**config.mk**
```make
export PLATFORM = sky130hd
export DESIGN_NAME = axis_demux_1_2
export DESIGN_NICKNAME = d
export VERILOG_FILES = /design/src/rtl/axis_demux_pkg.sv /design/src/rtl/axis_skid_reg.sv /design/src/rtl/axis_demux_1_2.sv
export SDC_FILE = /design/constraint.sdc
export NUM_CORES = 1
export LEC_CHECK = 0
export CAP_MARGIN = 30
export CELL_PAD_IN_SITES_DETAIL_PLACEMENT = 0
export CELL_PAD_IN_SITES_GLOBAL_PLACEMENT = 1
export CORE_MARGIN = 2
export CORE_UTILIZATION = 35
export CTS_CLUSTER_SIZE = 10
export DETAILED_ROUTE_END_ITERATION = 10
export DONT_BUFFER_PORTS = 1
export PLACE_DENSITY = 0.64
export SETUP_SLACK_MARGIN = 0.2
export SLEW_MARGIN = 25
export SYNTH_ARGS = -nofsm -noshare
export SYNTH_HDL_FRONTEND = slang
export SYNTH_SLANG_ARGS = --single-unit
```
**constraint.sdc**
```tcl
create_clock -name clk -period 4.2 [get_ports clk]
set_clock_uncertainty 0.05 [all_clocks]
set_input_delay 0.42 -clock clk [delete_from_list [all_inputs] [get_ports clk]]
set_output_delay 0.42 -clock clk [all_outputs]
set_load 0.02 [all_outputs]
```
**src/rtl/axis_demux_pkg.sv**
```systemverilog
// Shared types for the 1:2 AXI-Stream packet demultiplexer.
package axis_demux_pkg;

  typedef enum logic {DEST_M2 = 1'b0, DEST_M1 = 1'b1} dest_e;
  typedef enum logic {ST_SOP = 1'b0, ST_MID = 1'b1} pkt_st_e;

  // Sideband bits carried with each beat: last and dest.
  localparam int unsigned META_W = 2;

  function automatic dest_e sel_to_dest(input logic sel);
    return sel ? DEST_M1 : DEST_M2;
  endfunction

endpackage

```
**src/rtl/axis_skid_reg.sv**
```systemverilog
// Two-entry register slice (OUT + SKID) with registered input ready and
// registered output; SKID always drains ahead of new input beats.
module axis_skid_reg #(
  parameter int unsigned W = 10
) (
  input  logic         clk,
  input  logic         rst,
  input  logic [W-1:0] in_data_i,
  input  logic         in_valid_i,
  output logic         in_ready_o,
  output logic [W-1:0] out_data_o,
  output logic         out_valid_o,
  input  logic         out_ready_i
);

  logic [W-1:0] out_data_q, out_data_d;
  logic [W-1:0] skid_data_q, skid_data_d;
  logic         out_valid_q, out_valid_d;
  logic         skid_valid_q, skid_valid_d;
  logic         in_ready_q, in_ready_d;
  logic         accept;
  logic         out_free;

  always_comb begin
    out_data_d   = out_data_q;
    out_valid_d  = out_valid_q;
    skid_data_d  = skid_data_q;
    skid_valid_d = skid_valid_q;
    accept       = in_valid_i && in_ready_q;
    out_free     = !out_valid_q || out_ready_i;

    if (out_free) begin
      if (skid_valid_q) begin
        out_data_d   = skid_data_q;
        out_valid_d  = 1'b1;
        skid_valid_d = 1'b0;
      end else if (accept) begin
        out_data_d  = in_data_i;
        out_valid_d = 1'b1;
      end else begin
        out_valid_d = 1'b0;
      end
    end

    // A beat that could not go straight to OUT parks in SKID.
    if (accept && !(out_free && !skid_valid_q)) begin
      skid_data_d  = in_data_i;
      skid_valid_d = 1'b1;
    end

    in_ready_d = !skid_valid_d;
  end

  always_ff @(posedge clk) begin
    if (rst) begin
      out_valid_q  <= 1'b0;
      skid_valid_q <= 1'b0;
      in_ready_q   <= 1'b0;
      out_data_q   <= '0;
    end else begin
      out_valid_q  <= out_valid_d;
      skid_valid_q <= skid_valid_d;
      in_ready_q   <= in_ready_d;
      out_data_q   <= out_data_d;
    end
  end

  // SKID contents are only meaningful while skid_valid_q is set.
  always_ff @(posedge clk) begin
    skid_data_q <= skid_data_d;
  end

  assign in_ready_o  = in_ready_q;
  assign out_data_o  = out_data_q;
  assign out_valid_o = out_valid_q;

endmodule

```
**src/rtl/axis_demux_1_2.sv**
```systemverilog
// AXI-Stream 1:2 packet demux: destination chosen from sel at the first beat
// of a packet and held until tlast; registered skid slice on the datapath.
module axis_demux_1_2
  import axis_demux_pkg::*;
#(
  parameter int unsigned DW = 8
) (
  input  logic          clk,
  input  logic          rst,
  input  logic          sel,
  input  logic [DW-1:0] s_tdata,
  input  logic          s_tvalid,
  input  logic          s_tlast,
  output logic          s_tready,
  output logic [DW-1:0] m1_tdata,
  output logic          m1_tvalid,
  output logic          m1_tlast,
  input  logic          m1_tready,
  output logic [DW-1:0] m2_tdata,
  output logic          m2_tvalid,
  output logic          m2_tlast,
  input  logic          m2_tready
);

  localparam int unsigned PW = DW + META_W;

  pkt_st_e       in_pkt_q, in_pkt_d;
  dest_e         lock_dest_q, lock_dest_d;
  dest_e         beat_dest;
  dest_e         out_dest;
  logic          accept;
  logic          s_ready;
  logic [PW-1:0] in_payload;
  logic [PW-1:0] out_payload;
  logic          out_valid;
  logic          out_ready_sel;
  logic          out_last;
  logic [DW-1:0] out_data;

  assign accept = s_tvalid && s_ready;

  always_ff @(posedge clk) begin
    if (rst) begin
      in_pkt_q    <= ST_SOP;
      lock_dest_q <= DEST_M2;
    end else begin
      in_pkt_q    <= in_pkt_d;
      lock_dest_q <= lock_dest_d;
    end
  end

  always_comb begin
    in_pkt_d    = in_pkt_q;
    lock_dest_d = lock_dest_q;
    beat_dest   = lock_dest_q;
    case (in_pkt_q)
      ST_SOP: begin
        beat_dest = sel_to_dest(sel);
        if (accept) begin
          lock_dest_d = beat_dest;
          if (!s_tlast) in_pkt_d = ST_MID;
        end
      end
      ST_MID: begin
        if (accept && s_tlast) in_pkt_d = ST_SOP;
      end
      default: in_pkt_d = ST_SOP;
    endcase
  end

  assign in_payload = {logic'(beat_dest), s_tlast, s_tdata};

  axis_skid_reg #(
    .W(PW)
  ) u_skid (
    .clk        (clk),
    .rst        (rst),
    .in_data_i  (in_payload),
    .in_valid_i (s_tvalid),
    .in_ready_o (s_ready),
    .out_data_o (out_payload),
    .out_valid_o(out_valid),
    .out_ready_i(out_ready_sel)
  );

  // Only the port the head beat is routed to can drain it.
  assign out_dest      = dest_e'(out_payload[PW-1]);
  assign out_last      = out_payload[DW];
  assign out_data      = out_payload[DW-1:0];
  assign out_ready_sel = (out_dest == DEST_M1) ? m1_tready : m2_tready;

  assign s_tready  = s_ready;
  assign m1_tvalid = out_valid && (out_dest == DEST_M1);
  assign m2_tvalid = out_valid && (out_dest == DEST_M2);
  assign m1_tdata  = out_data;
  assign m2_tdata  = out_data;
  assign m1_tlast  = out_last;
  assign m2_tlast  = out_last;

endmodule

```
After elaboration in Yosys (flattened, before gate mapping)
Index checks and enable logic that the tools add are counted.
{"block": "classes", "bitwise": 2, "reduce_logical": 14, "muxes": 13}
{"cell": "two-way mux 10 bit", "count": 2}
{"cell": "two-way mux 1 bit", "count": 10}
{"cell": "logical AND 1 bit", "count": 6}
{"cell": "logical NOT 1 bit", "count": 4}
{"cell": "AND reduction 2 bit", "count": 2}
{"cell": "inverter 1 bit", "count": 2}
{"cell": "one-hot mux 1 bit (2 select lines)", "count": 1}
{"cell": "nonzero test 2 bit", "count": 1}
{"cell": "logical OR 1 bit", "count": 1}
{"block": "totals", "out_inout_bits": 21, "word_cells": 36, "ff_bits": 25}

Depth between registers and ports, before layout
{"block": "logic_depth", "word_depth": 7, "depth_mapped": 5}

Modules after synthesis
From an unflattened synthesis, not the netlist that was laid out.
{"block": "unflattened", "cells_unflattened": 91, "area_unflattened_um2": 1194.9}
{"mod": "axis_skid_reg", "area_each_um2": 1006.0, "cells_per_inst": 70, "n_inst": 1}
{"mod": "axis_demux_1_2", "area_each_um2": 188.9, "cells_per_inst": 21, "n_inst": 1}

Worst setup path after synthesis
OpenSTA, ideal clock, no wires.
{"block": "synth_path", "kind": "reg2reg", "start": "reg u_skid.out_data_q[9], in the netlist u_skid.out_data_o[9]", "end": "reg u_skid.skid_data_q[0] (enable)", "arrival_ns": 1.243, "setup_ns": 0.376, "path_slack_ns": 2.531, "path_stages_with_launch": 4, "path_cell_list": "dfxtp_1 mux2i_2 a21oi_1 nor2_1"}
{"block": "synth_via", "elab_chain_cells": 5}
{"element": "start: declaration", "line_no": "axis_skid_reg.sv:16", "rtl": "logic [W-1:0] out_data_q, out_data_d;"}
{"element": "start signal: assignment", "line_no": "axis_skid_reg.sv:64", "rtl": "out_data_q <= out_data_d;"}
{"element": "two-way mux 1 bit", "line_no": "axis_demux_1_2.sv:90", "rtl": "assign out_ready_sel = (out_dest == DEST_M1) ? m1_tready : m2_tready;"}
{"element": "logical OR 1 bit", "line_no": "axis_skid_reg.sv:30", "rtl": "out_free = !out_valid_q || out_ready_i;"}
{"element": "logical AND 1 bit", "line_no": "axis_skid_reg.sv:46", "rtl": "if (accept && !(out_free && !skid_valid_q)) begin"}
{"element": "logical NOT 1 bit", "line_no": "axis_skid_reg.sv:46"}
{"element": "logical AND 1 bit", "line_no": "axis_skid_reg.sv:46"}
{"element": "end signal: assignment", "line_no": "axis_skid_reg.sv:70", "rtl": "skid_data_q <= skid_data_d;"}
{"element": "end: declaration", "line_no": "axis_skid_reg.sv:17", "rtl": "logic [W-1:0] skid_data_q, skid_data_d;"}
No other way between the ends.
A chain may end at the register's enable or synchronous reset.

Final worst setup path
{"block": "layout_path", "start": "reg u_skid.out_data_q[9], in the netlist u_skid.out_data_o[9]", "end": "reg u_skid.skid_data_q[4] (enable)"}
The elaborated chain is that of the path after synthesis.

==> summary.md <==
| Metric | Value |
|---|---|
| Worst R2R Setup Slack | `about 2300 ps` |
| Count of routing violations after the opening detailed-route iteration | `29` |
| Grt total ovfl | `0` |
| Final critical-path required period | `roughly 1900 ps` |
| Fill cell total of the finished layout | `353` |
| Post-route antenna net violation count | `0` |
| Height of the chip | `about 62 microns` |
| Buffer depth of the longest clock path | `2` |
| Category of the worst setup path launch point | `flop` |
| Total iterations of the first detailed-routing run | `4` |
| CP endpoint kind | `flop` |
| Sequential element share of the synthesized area | `0.507` |
| Count of unique library cells instantiated by Yosys | `24` |
| Buffer cell driving the clock tree root | `clkbuf_4` |
| Unrepaired setup endpoints after global routing | `no` |
| Area of the multi-input gates | `roughly 420 sq um` |
| Number of nets produced by synthesis | `around 120` |
| Yosys reg bits | `25` |
| Number of buffers inserted to repair setup after CTS | `0` |
| CTS H-Tree Depth | `1` |
| Final Worst Setup Slack | `2310 ps` |
| Final hold violation count | `0` |
| Detailed-route wire length | `roughly 1800 microns` |
| Vias after detailed routing | `610` |
| Post-DR vias/cell | `~4.5` |
| Number of standard cells after synthesis | `about 110` |
| Depth of the worst register-to-register path | `3` |
| # rows | `21` |
| CTS tree | `done` |
| CTS Buf Count | `3` |
| Number of clock sinks | `25` |
| Core outline area | `~3300 sq um` |
| Worst slack at placement | `between 2000 and 2500 ps` |
| CTS hold repair buffers | `0` |
| CTS-repair resized insts | `0` |
| Reg2Reg Launch Point | `u_skid.out_data_o[9]$_SDFFE_PP0P_` |
| Destination of the worst register-to-register timing path | `u_skid.skid_data_q[4]$_DFFE_PP_` |
| Die area | `around 3900 sq um` |
| Area share of the largest cell type after synthesis | `0.254` |
| Global-route wire length before repair | `roughly 2800 microns` |
| Launching element of the worst setup path | `u_skid.out_data_o[9]$_SDFFE_PP0P_` |
| Number of standard cells in the layout, taps in and fillers out | `~140` |
| Largest vdd supply drop | `0.0974 mV` |
| Antenna violations before repair | `0` |
| Netlist area before placement | `1180 sq um` |
| Classification of the worst setup path | `reg -> reg` |
| End point of the critical path | `u_skid.skid_data_q[4]$_DFFE_PP_` |
| Syn avg cell area | `roughly 11 sq um` |
| Setup Viol. Count Final | `0` |
| IO buf count | `0` |
| Number of global-route vias before repair | `574` |
| Class of the tightest hold or removal check | `in -> reg` |
| YS warnings | `0` |
| Max-slew violation count | `0` |
| Summed negative setup slack over all endpoints | `0 ps` |
| Arr. time, crit path | `~1800 ps` |
| Power density normalized to cell area | `371 nW/um^2` |
| Slew at the pin closest to its max-slew limit | `between 700 and 800 ps` |
| Sequential standard cell area | `601 sq um` |
| Area growth from synthesis to final layout | `-6.34%` |
| Instance count after placement with tap cells included | `approximately 130` |
| Run status | `finished, final reports clean` |
| GRT Overall Usage | `0.0936` |
| Data required time of the worst path | `just over 4000 ps` |
| Worst slew margin relative to its limit | `0.492` |
| Routed wire length per instance | `around 13 microns` |
| Routability cong. | `around 0.63` |
| Initial core utilization | `0.360` |
| Top Ports | `36` |
| Total Power Consumption | `just over 0.4 mW` |
| Proportion of layout cells with a drive suffix above 1 | `0.180` |
| Cell leakage power | `0.430 nW` |
| HPWL reported at the end of detailed placement | `between 1000 and 1500 microns` |
| Fmax | `~530 MHz` |
| Worst hold-check slack | `roughly 110 ps` |
| DRC violations left | `0` |
| Most area-consuming cells after synthesis | `dfxtp_1 (25%), edfxtp_1 (25%), buf_4 (11%)` |
| Clk pin slew, worst setup/hold paths | `roughly 120 ps` |
| Die Span X | `between 60 and 70 microns` |
| Final period util | `0.451` |
| Top cell type by total area after synthesis | `dfxtp_1` |
| Max Cap Viol | `0` |
| Worst-skew pair later-pin latency | `300 ps` |
| Largest net degree at the start of global routing | `22` |
| Biggest fanout along the worst timing path | `10` |
| Count of antenna diodes in the layout | `0` |
| Final #Nets | `105` |
-- through the flow --
stage	util	cell area [sq um]
final	0.338	1110
after global routing	0.338	1110
after CTS	0.338	1110
after detailed placement	0.330	1080
after global placement	0.330	1080
after floorplan	-	1180
-- state kept, by name, summed over array words and instances, names as in the netlist, named ones only --
name                 cells
lock_dest_q              1
u_skid.in_ready_o        1
u_skid.out_data_o       10
u_skid.out_valid_o       1
u_skid.skid_data_q      10
u_skid.skid_valid_q      1
-- area by class of cell --
cell class | count | share of cell area
Clock buffer | 4 | 0.0237
Inverter | 1 | 0.00339
Multi-Input combinational cell | 59 | 0.379
Sequential cell | 25 | 0.542
Tap cell | 46 | 0.0519
-- kinds of logic after synthesis --
family	synth area share
compound gates	0.0603
buf+inv	0.137
flops	0.507
mux	0.191
simple gates	0.104
-- synth_stat cells (all sizes together) --
| master | number |
|---|---|
| a211oi | 1 |
| a21o | 1 |
| a21oi | 4 |
| a31o | 1 |
| and2 | 2 |
| and2b | 1 |
| and3 | 1 |
| buf | 20 |
| clkbuf | 2 |
| dfxtp | 15 |
| edfxtp | 10 |
| inv | 1 |
| mux2 | 10 |
| mux2i | 11 |
| nand2 | 20 |
| nand2b | 1 |
| nand3b | 1 |
| nor2 | 2 |
| o211ai | 1 |
| o21ai | 1 |
| o2bb2ai | 1 |
-- cell usage in the layout, fill, tap and decap left out, drive strengths merged --
cell / instances
and2: 2
and3: 1
a21o: 1
nand2: 20
nand3b: 1
nand2b: 1
dfxtp: 15
o21ai: 1
mux2: 10
clkbuf: 4
o2bb2ai: 1
edfxtp: 10
a21oi: 4
a211oi: 1
o211ai: 1
nor2: 2
a31o: 1
and2b: 1
mux2i: 11
inv: 1
-- power breakdown --
group,internal [mW],switching (mW)
sequential,0.261,0.0189
clock,0.0370,0.0644
combinational,0.0141,0.0158
total,0.312,0.0991
-- worst max-delay path, stage by stage (launching register included) --
cell     delay [ps]
dfxtp_1         400
mux2i_2         330
a21oi_1         130
nor2_1          630
-- layer usage --
| metal | routed length, microns | track usage |
|---|---|---|
| met5 | 0 | 0 |
| met4 | 13 | 0.0333 |
| met3 | 116 | 0.0417 |
| met2 | 870 | 0.147 |
| met1 | 767 | 0.114 |
-- how the worst min path moves through the flow --
stage,start,endpoint,slack [ps],cells past startpoint
finish,rst,u_skid.out_valid_o$_SDFFE_PP0P_,110,1
global route,rst,u_skid.in_ready_o$_SDFF_PP0_,80,1
CTS,rst,u_skid.out_valid_o$_SDFFE_PP0P_,100,1
detailed placement,lock_dest_q$_SDFFE_PP0P_,lock_dest_q$_SDFFE_PP0P_,420,2
global placement,lock_dest_q$_SDFFE_PP0P_,lock_dest_q$_SDFFE_PP0P_,400,2
floorplan,lock_dest_q$_SDFFE_PP0P_,lock_dest_q$_SDFFE_PP0P_,390,2
(Power assumes the default switching activity.)
